<file path="src/rtl/mips_lite_pkg.sv">
// Shared MIPS-lite definitions: opcodes, instruction field positions,
// and the decoded control bundle passed from the decoder to ID.
package mips_lite_pkg;

  localparam int XLEN      = 32;
  localparam int NREG_BITS = 5;

  localparam int OPC_HI = 31;
  localparam int OPC_LO = 26;
  localparam int RS_HI  = 25;
  localparam int RS_LO  = 21;
  localparam int RT_HI  = 20;
  localparam int RT_LO  = 16;
  localparam int RD_HI  = 15;
  localparam int RD_LO  = 11;
  localparam int IMM_HI = 15;
  localparam int IMM_LO = 0;

  typedef enum logic [5:0] {
    OP_ADD  = 6'h00,
    OP_ADDI = 6'h01,
    OP_SUB  = 6'h02,
    OP_SUBI = 6'h03,
    OP_MUL  = 6'h04,
    OP_MULI = 6'h05,
    OP_OR   = 6'h06,
    OP_ORI  = 6'h07,
    OP_AND  = 6'h08,
    OP_ANDI = 6'h09,
    OP_XOR  = 6'h0A,
    OP_XORI = 6'h0B,
    OP_LDW  = 6'h0C,
    OP_STW  = 6'h0D,
    OP_BZ   = 6'h0E,
    OP_BEQ  = 6'h0F,
    OP_JR   = 6'h10,
    OP_HALT = 6'h11
  } op_e;

  typedef struct packed {
    logic reg_write;
    logic mem_read;
    logic mem_write;
    logic use_imm;
    logic branch;
    logic halt;
    logic illegal;
    logic dest_rt;
    logic use_rs;
    logic use_rt;
  } ctrl_t;

endpackage

</file>
<file path="src/rtl/id_stage_if.sv">
// ID/EX bundle: registered decode results presented to EX.
// master = ID stage (drives), slave = EX stage (consumes).
interface id_stage_if #(
  parameter int XLEN = 32
);
  logic            ex_valid;
  logic [5:0]      ex_opcode;
  logic [XLEN-1:0] ex_a;
  logic [XLEN-1:0] ex_b;
  logic [XLEN-1:0] ex_imm;
  logic [4:0]      ex_rd;
  logic [XLEN-1:0] ex_pc;
  logic            ex_reg_write;
  logic            ex_mem_read;
  logic            ex_mem_write;
  logic            ex_use_imm;
  logic            ex_branch;
  logic            ex_halt;
  logic            ex_illegal;

  modport master (
    output ex_valid, ex_opcode, ex_a, ex_b,
    output ex_imm, ex_rd, ex_pc,
    output ex_reg_write, ex_mem_read,
    output ex_mem_write, ex_use_imm,
    output ex_branch, ex_halt, ex_illegal
  );

  modport slave (
    input ex_valid, ex_opcode, ex_a, ex_b,
    input ex_imm, ex_rd, ex_pc,
    input ex_reg_write, ex_mem_read,
    input ex_mem_write, ex_use_imm,
    input ex_branch, ex_halt, ex_illegal
  );
endinterface

</file>
<file path="src/rtl/id_decoder.sv">
// Combinational opcode decoder: opcode -> control bits, dest select,
// source-use flags and illegal flag.
module id_decoder
  import mips_lite_pkg::*;
(
  input  logic [5:0] op,
  output ctrl_t      ctrl
);

  logic alu_grp;
  assign alu_grp = (op <= OP_XORI);

  always_comb begin
    ctrl = '0;
    unique case (1'b1)
      alu_grp && !op[0]: begin
        ctrl.reg_write = 1'b1;
        ctrl.use_rs    = 1'b1;
        ctrl.use_rt    = 1'b1;
      end
      alu_grp && op[0]: begin
        ctrl.reg_write = 1'b1;
        ctrl.use_imm   = 1'b1;
        ctrl.dest_rt   = 1'b1;
        ctrl.use_rs    = 1'b1;
      end
      op == OP_LDW: begin
        ctrl.reg_write = 1'b1;
        ctrl.mem_read  = 1'b1;
        ctrl.dest_rt   = 1'b1;
        ctrl.use_rs    = 1'b1;
      end
      op == OP_STW: begin
        ctrl.mem_write = 1'b1;
        ctrl.use_rs    = 1'b1;
        ctrl.use_rt    = 1'b1;
      end
      op == OP_BZ: begin
        ctrl.branch = 1'b1;
        ctrl.use_rs = 1'b1;
      end
      op == OP_BEQ: begin
        ctrl.branch = 1'b1;
        ctrl.use_rs = 1'b1;
        ctrl.use_rt = 1'b1;
      end
      op == OP_JR: begin
        ctrl.branch = 1'b1;
        ctrl.use_rs = 1'b1;
      end
      op == OP_HALT: begin
        ctrl.halt = 1'b1;
      end
      default: begin
        ctrl.illegal = 1'b1;
      end
    endcase
  end

endmodule

</file>
<file path="src/rtl/id_stage.sv">
// ID stage: decode, regfile read with WB bypass, load-use stall,
// flush/halt handling and the ID/EX register (ports: IF in, rf, WB, ex).
module id_stage
  import mips_lite_pkg::*;
#(
  parameter int XLEN      = 32,
  parameter int NREG_BITS = 5
) (
  input  logic                 clk,
  input  logic                 reset_n,
  input  logic                 if_valid,
  input  logic [31:0]          if_instr,
  input  logic [XLEN-1:0]      if_pc,
  output logic                 id_stall,
  output logic [NREG_BITS-1:0] rf_rs1,
  output logic [NREG_BITS-1:0] rf_rs2,
  input  logic [XLEN-1:0]      rf_rd1,
  input  logic [XLEN-1:0]      rf_rd2,
  input  logic                 wb_we,
  input  logic [NREG_BITS-1:0] wb_rd,
  input  logic [XLEN-1:0]      wb_data,
  input  logic                 flush,
  id_stage_if.master           ex
);

  logic [5:0]           op;
  logic [NREG_BITS-1:0] rs, rt, rd, dest;
  logic [15:0]          imm;
  ctrl_t                ctrl;
  logic [XLEN-1:0]      a, b;
  logic                 halted;
  logic                 hazard;
  logic                 issue;

  assign op  = if_instr[OPC_HI:OPC_LO];
  assign rs  = if_instr[RS_HI:RS_LO];
  assign rt  = if_instr[RT_HI:RT_LO];
  assign rd  = if_instr[RD_HI:RD_LO];
  assign imm = if_instr[IMM_HI:IMM_LO];

  assign rf_rs1 = rs;
  assign rf_rs2 = rt;

  id_decoder u_dec (
    .op   (op),
    .ctrl (ctrl)
  );

  assign dest = ctrl.dest_rt ? rt : rd;

  // r0 is hard-wired zero; a same-cycle WB write wins over the regfile.
  always_comb begin
    a = rf_rd1;
    b = rf_rd2;
    if (wb_we && wb_rd != '0 && wb_rd == rs)
      a = wb_data;
    if (wb_we && wb_rd != '0 && wb_rd == rt)
      b = wb_data;
    if (rs == '0)
      a = '0;
    if (rt == '0)
      b = '0;
  end

  // Load in EX whose result a source of this instruction needs.
  assign hazard = if_valid && ex.ex_valid &&
                  ex.ex_mem_read && ex.ex_rd != '0 &&
                  ((ctrl.use_rs && ex.ex_rd == rs) ||
                   (ctrl.use_rt && ex.ex_rd == rt));

  assign id_stall = !flush && (halted || hazard);
  assign issue    = if_valid && !flush &&
                    !halted && !hazard;

  always_ff @(posedge clk or negedge reset_n) begin
    if (!reset_n) begin
      halted          <= 1'b0;
      ex.ex_valid     <= 1'b0;
      ex.ex_opcode    <= '0;
      ex.ex_a         <= '0;
      ex.ex_b         <= '0;
      ex.ex_imm       <= '0;
      ex.ex_rd        <= '0;
      ex.ex_pc        <= '0;
      ex.ex_reg_write <= 1'b0;
      ex.ex_mem_read  <= 1'b0;
      ex.ex_mem_write <= 1'b0;
      ex.ex_use_imm   <= 1'b0;
      ex.ex_branch    <= 1'b0;
      ex.ex_halt      <= 1'b0;
      ex.ex_illegal   <= 1'b0;
    end else begin
      if (issue && ctrl.halt)
        halted <= 1'b1;
      ex.ex_valid     <= issue;
      ex.ex_opcode    <= op;
      ex.ex_a         <= a;
      ex.ex_b         <= b;
      ex.ex_imm       <= {{(XLEN-16){imm[15]}}, imm};
      ex.ex_rd        <= dest;
      ex.ex_pc        <= if_pc;
      ex.ex_reg_write <= issue && ctrl.reg_write &&
                         dest != '0;
      ex.ex_mem_read  <= issue && ctrl.mem_read;
      ex.ex_mem_write <= issue && ctrl.mem_write;
      ex.ex_use_imm   <= issue && ctrl.use_imm;
      ex.ex_branch    <= issue && ctrl.branch;
      ex.ex_halt      <= issue && ctrl.halt;
      ex.ex_illegal   <= issue && ctrl.illegal;
    end
  end

endmodule

</file>
<file path="src/flat_wrapper.sv">
// flat-port wrapper written by rule: the top's interface ports become plain ports
module id_stage_flat import mips_lite_pkg::*;
#(
  parameter int XLEN      = 32,
  parameter int NREG_BITS = 5
)
  (clk, reset_n, if_valid, if_instr, if_pc, id_stall, rf_rs1, rf_rs2, rf_rd1, rf_rd2, wb_we, wb_rd, wb_data, flush, ex_ex_valid, ex_ex_opcode, ex_ex_a, ex_ex_b, ex_ex_imm, ex_ex_rd, ex_ex_pc, ex_ex_reg_write, ex_ex_mem_read, ex_ex_mem_write, ex_ex_use_imm, ex_ex_branch, ex_ex_halt, ex_ex_illegal);
  id_stage_if #(.XLEN(XLEN)) ex_i ();
  input  logic clk;
  input  logic reset_n;
  input  logic if_valid;
  input  logic [31:0] if_instr;
  input  logic [XLEN-1:0] if_pc;
  output logic id_stall;
  output logic [NREG_BITS-1:0] rf_rs1;
  output logic [NREG_BITS-1:0] rf_rs2;
  input  logic [XLEN-1:0] rf_rd1;
  input  logic [XLEN-1:0] rf_rd2;
  input  logic wb_we;
  input  logic [NREG_BITS-1:0] wb_rd;
  input  logic [XLEN-1:0] wb_data;
  input  logic flush;
  output wire logic [$bits(ex_i.ex_valid)-1:0] ex_ex_valid;
  output wire logic [$bits(ex_i.ex_opcode)-1:0] ex_ex_opcode;
  output wire logic [$bits(ex_i.ex_a)-1:0] ex_ex_a;
  output wire logic [$bits(ex_i.ex_b)-1:0] ex_ex_b;
  output wire logic [$bits(ex_i.ex_imm)-1:0] ex_ex_imm;
  output wire logic [$bits(ex_i.ex_rd)-1:0] ex_ex_rd;
  output wire logic [$bits(ex_i.ex_pc)-1:0] ex_ex_pc;
  output wire logic [$bits(ex_i.ex_reg_write)-1:0] ex_ex_reg_write;
  output wire logic [$bits(ex_i.ex_mem_read)-1:0] ex_ex_mem_read;
  output wire logic [$bits(ex_i.ex_mem_write)-1:0] ex_ex_mem_write;
  output wire logic [$bits(ex_i.ex_use_imm)-1:0] ex_ex_use_imm;
  output wire logic [$bits(ex_i.ex_branch)-1:0] ex_ex_branch;
  output wire logic [$bits(ex_i.ex_halt)-1:0] ex_ex_halt;
  output wire logic [$bits(ex_i.ex_illegal)-1:0] ex_ex_illegal;
  assign ex_ex_valid = ex_i.ex_valid;
  assign ex_ex_opcode = ex_i.ex_opcode;
  assign ex_ex_a = ex_i.ex_a;
  assign ex_ex_b = ex_i.ex_b;
  assign ex_ex_imm = ex_i.ex_imm;
  assign ex_ex_rd = ex_i.ex_rd;
  assign ex_ex_pc = ex_i.ex_pc;
  assign ex_ex_reg_write = ex_i.ex_reg_write;
  assign ex_ex_mem_read = ex_i.ex_mem_read;
  assign ex_ex_mem_write = ex_i.ex_mem_write;
  assign ex_ex_use_imm = ex_i.ex_use_imm;
  assign ex_ex_branch = ex_i.ex_branch;
  assign ex_ex_halt = ex_i.ex_halt;
  assign ex_ex_illegal = ex_i.ex_illegal;
  id_stage #(.XLEN(XLEN), .NREG_BITS(NREG_BITS)) u_core (.clk(clk), .reset_n(reset_n), .if_valid(if_valid), .if_instr(if_instr), .if_pc(if_pc), .id_stall(id_stall), .rf_rs1(rf_rs1), .rf_rs2(rf_rs2), .rf_rd1(rf_rd1), .rf_rd2(rf_rd2), .wb_we(wb_we), .wb_rd(wb_rd), .wb_data(wb_data), .flush(flush), .ex(ex_i));
endmodule
</file>
<file path="config.mk">
export PLATFORM = sky130hd
export DESIGN_NAME = id_stage_flat
export DESIGN_NICKNAME = d
export VERILOG_FILES = /design/src/rtl/mips_lite_pkg.sv /design/src/rtl/id_stage_if.sv /design/src/rtl/id_decoder.sv /design/src/rtl/id_stage.sv /design/src/flat_wrapper.sv
export SDC_FILE = /design/constraint.sdc
export NUM_CORES = 1
export LEC_CHECK = 0
export BUFFER_PORTS_ARGS = -buffer_cell sky130_fd_sc_hd__buf_2
export CAP_MARGIN = 20
export CORE_AREA = 2 2 126 128
export DETAILED_ROUTE_END_ITERATION = 12
export DIE_AREA = 0 0 128 130
export GPL_TIMING_DRIVEN = 0
export PLACE_DENSITY = 0.71
export REMOVE_ABC_BUFFERS = 1
export SLEW_MARGIN = 20
export SYNTH_ARGS = -nofsm -noshare
export SYNTH_HDL_FRONTEND = slang
export SYNTH_HIERARCHICAL = 1
export SYNTH_SLANG_ARGS = --single-unit
</file>
<file path="constraint.sdc">
create_clock -name clk -period 3.3 [get_ports clk]
set_input_delay 0.825 -clock clk [delete_from_list [all_inputs] [get_ports clk]]
set_output_delay 0.825 -clock clk [all_outputs]
set_load 0.005 [all_outputs]
</file>
### Yosys cells after proc, flatten, opt, wreduce, memory -nomap -nowiden

Index checks and enable logic that the tools add are counted.

* equality and inequality tests: 10
* muxes and demuxes: 15
* reductions and logical operators: 40
* $lt $le $gt $ge: 1

Operators with widths (count)
* 32-bit 2-to-1 mux: 4
* 6-bit by 4-bit == test with 1-bit output, second input constant: 4
* 1-bit logical AND: 23
* 5-bit == test: 4
* 5-bit nonzero test: 3
* 6-bit by 5-bit == test with 1-bit output, second input constant: 2
* 5-bit zero test: 2
* 1-bit 2-to-1 mux: 10
* 3-bit OR reduction: 3
* 8-bit OR reduction: 1
* 7-bit OR reduction: 1
* 6-bit by 4-bit <= comparator with 1-bit output, second input constant: 1
* 5-bit 2-to-1 mux: 1
* 1-bit zero test: 4
* 1-bit logical OR: 2
* 2-bit OR reduction: 1

* register bits: 132
* output and inout bits: 158

### Depth between registers and ports, before layout

* depth in word-level cells: 11
* gate-level depth with buffers: 7
* depth with buffers taken out: 6

### Modules after synthesis

The synthesis kept the hierarchy.

By module, submodules not included
* id_stage: sequential area each 3303.2 µm², area each 5129.9 µm², cells each 456, times used 1
* id_decoder: sequential area each 0.0 µm², area each 175.2 µm², cells each 24, times used 1

### Worst setup path before layout

Ideal clock, no wire load.

* path type: input-to-output
* start: in if_instr[28]
* end: out id_stall
* path slack: 0.187 ns
* path buffers: 1
* arrival time: 2.288 ns
* stages: 6
* cells stage by stage: buf_6 > or4_4 > a21oi_1 > nand2_1 > o22ai_1 > a31o_2

RTL lines
* start: declaration: RTL line flat_wrapper.sv:12 `input logic [31:0] if_instr;`
* end: declaration: RTL line flat_wrapper.sv:14 `output logic id_stall;`

==> impl_metrics.toml <==
[status]
status = "completed"

[floorplanning]
die_w_um = 128
io-pin-count = 328
rows = 46
die_area_um2 = 16600
coreArea_um2 = 15400
initial_core_util = 0.344
dieHeight_um = 130

[global_route]
grt_pass1_vias = 4674
busiest_layer = "met2"
antenna_found_initial = 2
grtUsageTotal = 0.200
met3_usage = 0.0504
use_met2 = 0.334
grt_start_max_net_pins = 86
grt.overflow.total = 0
grt_pass1_wl_um = 25300
gr-usage-met1 = 0.249

[pwr]
clockPowerShare = 0.459
p_leak_nw = 3.87
switching_share = 0.250
netSwitchingPower_mw = 1.05
power_density_nw_per_um2 = 546
p_int_mw = 3.14
vdd_drop_max_mv = 0.325
power.sequential.fraction = 0.417
combPwrFrac = 0.124
total_power_mw = 4.19

[synth]
synth-edff-count = 0
synth-main-ff-cell = "dfrtp_1"
ys_seq_elements = 132
synth_area_um2 = 5310
synth-compound-area-share = 0.0842
synth_xor_xnor_area_share = 0.0330
yosys-top-cells-area = "dfrtp_1 62%, nand4_1 7.2%, nand2_1 5.2%"
ys_warn_count = 6
synth_top_family_by_area = "simple AND/OR/NAND/NOR gates"
synth_cells = 480
async_flop_share = 1.00
yosys.area_share.simple = 0.161
yosysUniqueCellTypes = 40
muxShareOfSynthArea = 0.0200
yosys.area.top_type_share = 0.623
yosys.area_share.adder = 0
yosysSeqAreaShare = 0.623
synth_top_area_cell = "dfrtp_1"
syn_area_per_cell_um2 = 11.1

[clock_network]
clk_latency_ns = 0.41
cts_tree = "built"
numCtsBuffers = 17
hold_buffers = 0
cts.sinks = 132
cts_buffer_depth = 2
cts-root-buf = "clkbuf_16"
cts-htree-levels = 4
clk_pin_slew_worst_paths_ns = 0.06

[hold_path]
hold_path.class = "in2async"

[drt]
ant_nets = 0
drt_wl_total_um = 17300
route.vias.total = 4920
drt-initial-drc-count = 290
route.detailed.drc = 0
vias_per_cell = 4.99
wl_per_cell_um = 17.5
firstDrtPassIters = 5

[cells_and_area]
drive_gt1_frac = 0.497
mostFrequentLayoutCells = "326 x buf_2, 132 x dfrtp_1, 72 x nand2_1"
final_nets = 949
final_util = 0.498
area_growth_pct = 44.7
final_common_cell = "buf_2"

[timing]
setup_violations = 0
period_needed_ns = 3.17
finClkSkew_ns = 0.00616
slew_violations = 0
tns_ns = 0
rsz0062_at_grt = "false"
maxSlewHeadroom = 0.461
period_share = 0.961
max_freq_mhz = 315
tightestPinTransition_ns = 0.804
setup_ws_ns = 0.127
finalHoldViolations = 0

[placement]
hpwlAfterDp_um = 12500
place_congestion = 0.774
port-buffer-count = 327
pre_cts_ws_ns = -0.304

[critical_path]
r2r_cells = 3
cp.arrival_ns = 2.35
critPathKind = "in2out"
rr_startpoint = "u_core/ex.ex_rd[2]"
end_kind = "primary output"
ff2ff_setup_slack_ns = 1.71
critPathMaxFanout = 8
required_ns = 2.47
cp-start-kind = "primary input"
reg2reg_to = "u_core/ex.ex_reg_write"
crit_path_start = "if_instr[27]"

[job]
maxCapViolCount = 0
## power by group through the flow
stage                     logic (mW)  registers, mW  clock network, mW
after CTS                      0.522           1.75               1.97
after detailed placement       0.519           1.77                  0
after global placement         0.473           1.77                  0
after floorplan                0.134           1.79                  0
after global routing           0.571           1.75               2.03
final                          0.521           1.75               1.92
## routing by layer
layer  up-vias  wire [um]
met3        23       1190
met1      2393       7030
li1       2246          -
met2       258       8710
met5         -          0
met4         0        345
## sequential cells by signal, summed over array words and instances, names as in the netlist
signal,count
u_core/ex.ex_a,32
u_core/ex.ex_b,32
u_core/ex.ex_branch,1
u_core/ex.ex_halt,1
u_core/ex.ex_illegal,1
u_core/ex.ex_imm,16
u_core/ex.ex_mem_read,1
u_core/ex.ex_mem_write,1
u_core/ex.ex_opcode,6
u_core/ex.ex_pc,32
u_core/ex.ex_rd,5
u_core/ex.ex_reg_write,1
u_core/ex.ex_use_imm,1
u_core/ex.ex_valid,1
u_core/halted,1
## Yosys cell counts (3+ instances only)
| master | instances |
|---|---|
| a211oi_1 | 7 |
| a21oi_1 | 4 |
| a31oi_1 | 3 |
| buf_1 | 8 |
| buf_2 | 4 |
| buf_4 | 26 |
| buf_6 | 7 |
| clkbuf_1 | 16 |
| dfrtp_1 | 132 |
| inv_1 | 10 |
| mux2_2 | 5 |
| mux2i_1 | 5 |
| nand2_1 | 74 |
| nand4_1 | 61 |
| nor2_1 | 7 |
| nor3_1 | 7 |
| o21ai_0 | 33 |
| o21ai_1 | 26 |
| xnor2_1 | 10 |
| xor2_1 | 10 |
## how the worst max path moves through the flow
stage,end,cells after the start
CTS,id_stall,7
finish,id_stall,7
global placement,u_core/ex.ex_a[11],5
global route,id_stall,7
floorplan,u_core/ex.ex_b[0],4
detailed placement,id_stall,7
## layout make-up
type / instances / area (um2)
diodes: 2 / 5.00
clock buffers: 17 / 425
clock inverters: 14 / 179
fillers: 1456 / 7750
inverters: 10 / 37.5
multi-input cells: 277 / 1630
flip-flops and latches: 132 / 3300
well taps: 192 / 240
repair buffers: 341 / 1860
## critical path, cell delays in order
cell and delay (ns):
buf_2 0.15, or4_4 0.55, a21oi_1 0.18, nand2_1 0.11, o22ai_4 0.25, a31o_2 0.18, buf_2 0.10
## cell families (layout without fill, tap and decap cells)
kind of cell / after synthesis / count (layout)
flip-flops: 132 / 132
buffers and inverters: 71 / 382
other: 0 / 2
AO/OA/AOI/OAI: 80 / 80
XOR/XNOR: 20 / 20
multiplexers: 10 / 10
AND/OR/NAND/NOR: 167 / 167
## repair_timing
item                                    CTS  global route
gates resized for setup                   2             0
buffers inserted                          0             3
pin swaps                                 0             1
endpoints found under the setup margin    1             1
endpoints found under the hold margin     0             0
## through the flow
stage / instance area, um2 / std cells / hold WS, ns
after floorplan: 4920 / 419 / 0.515
after global placement: 6800 / 938 / 0.545
after detailed placement: 7030 / 949 / 0.555
after CTS: 7650 / 980 / 0.305
after global routing: 7670 / 985 / 0.316
final: 7670 / 985 / 0.306
Power figures use the tool's default switching activity.
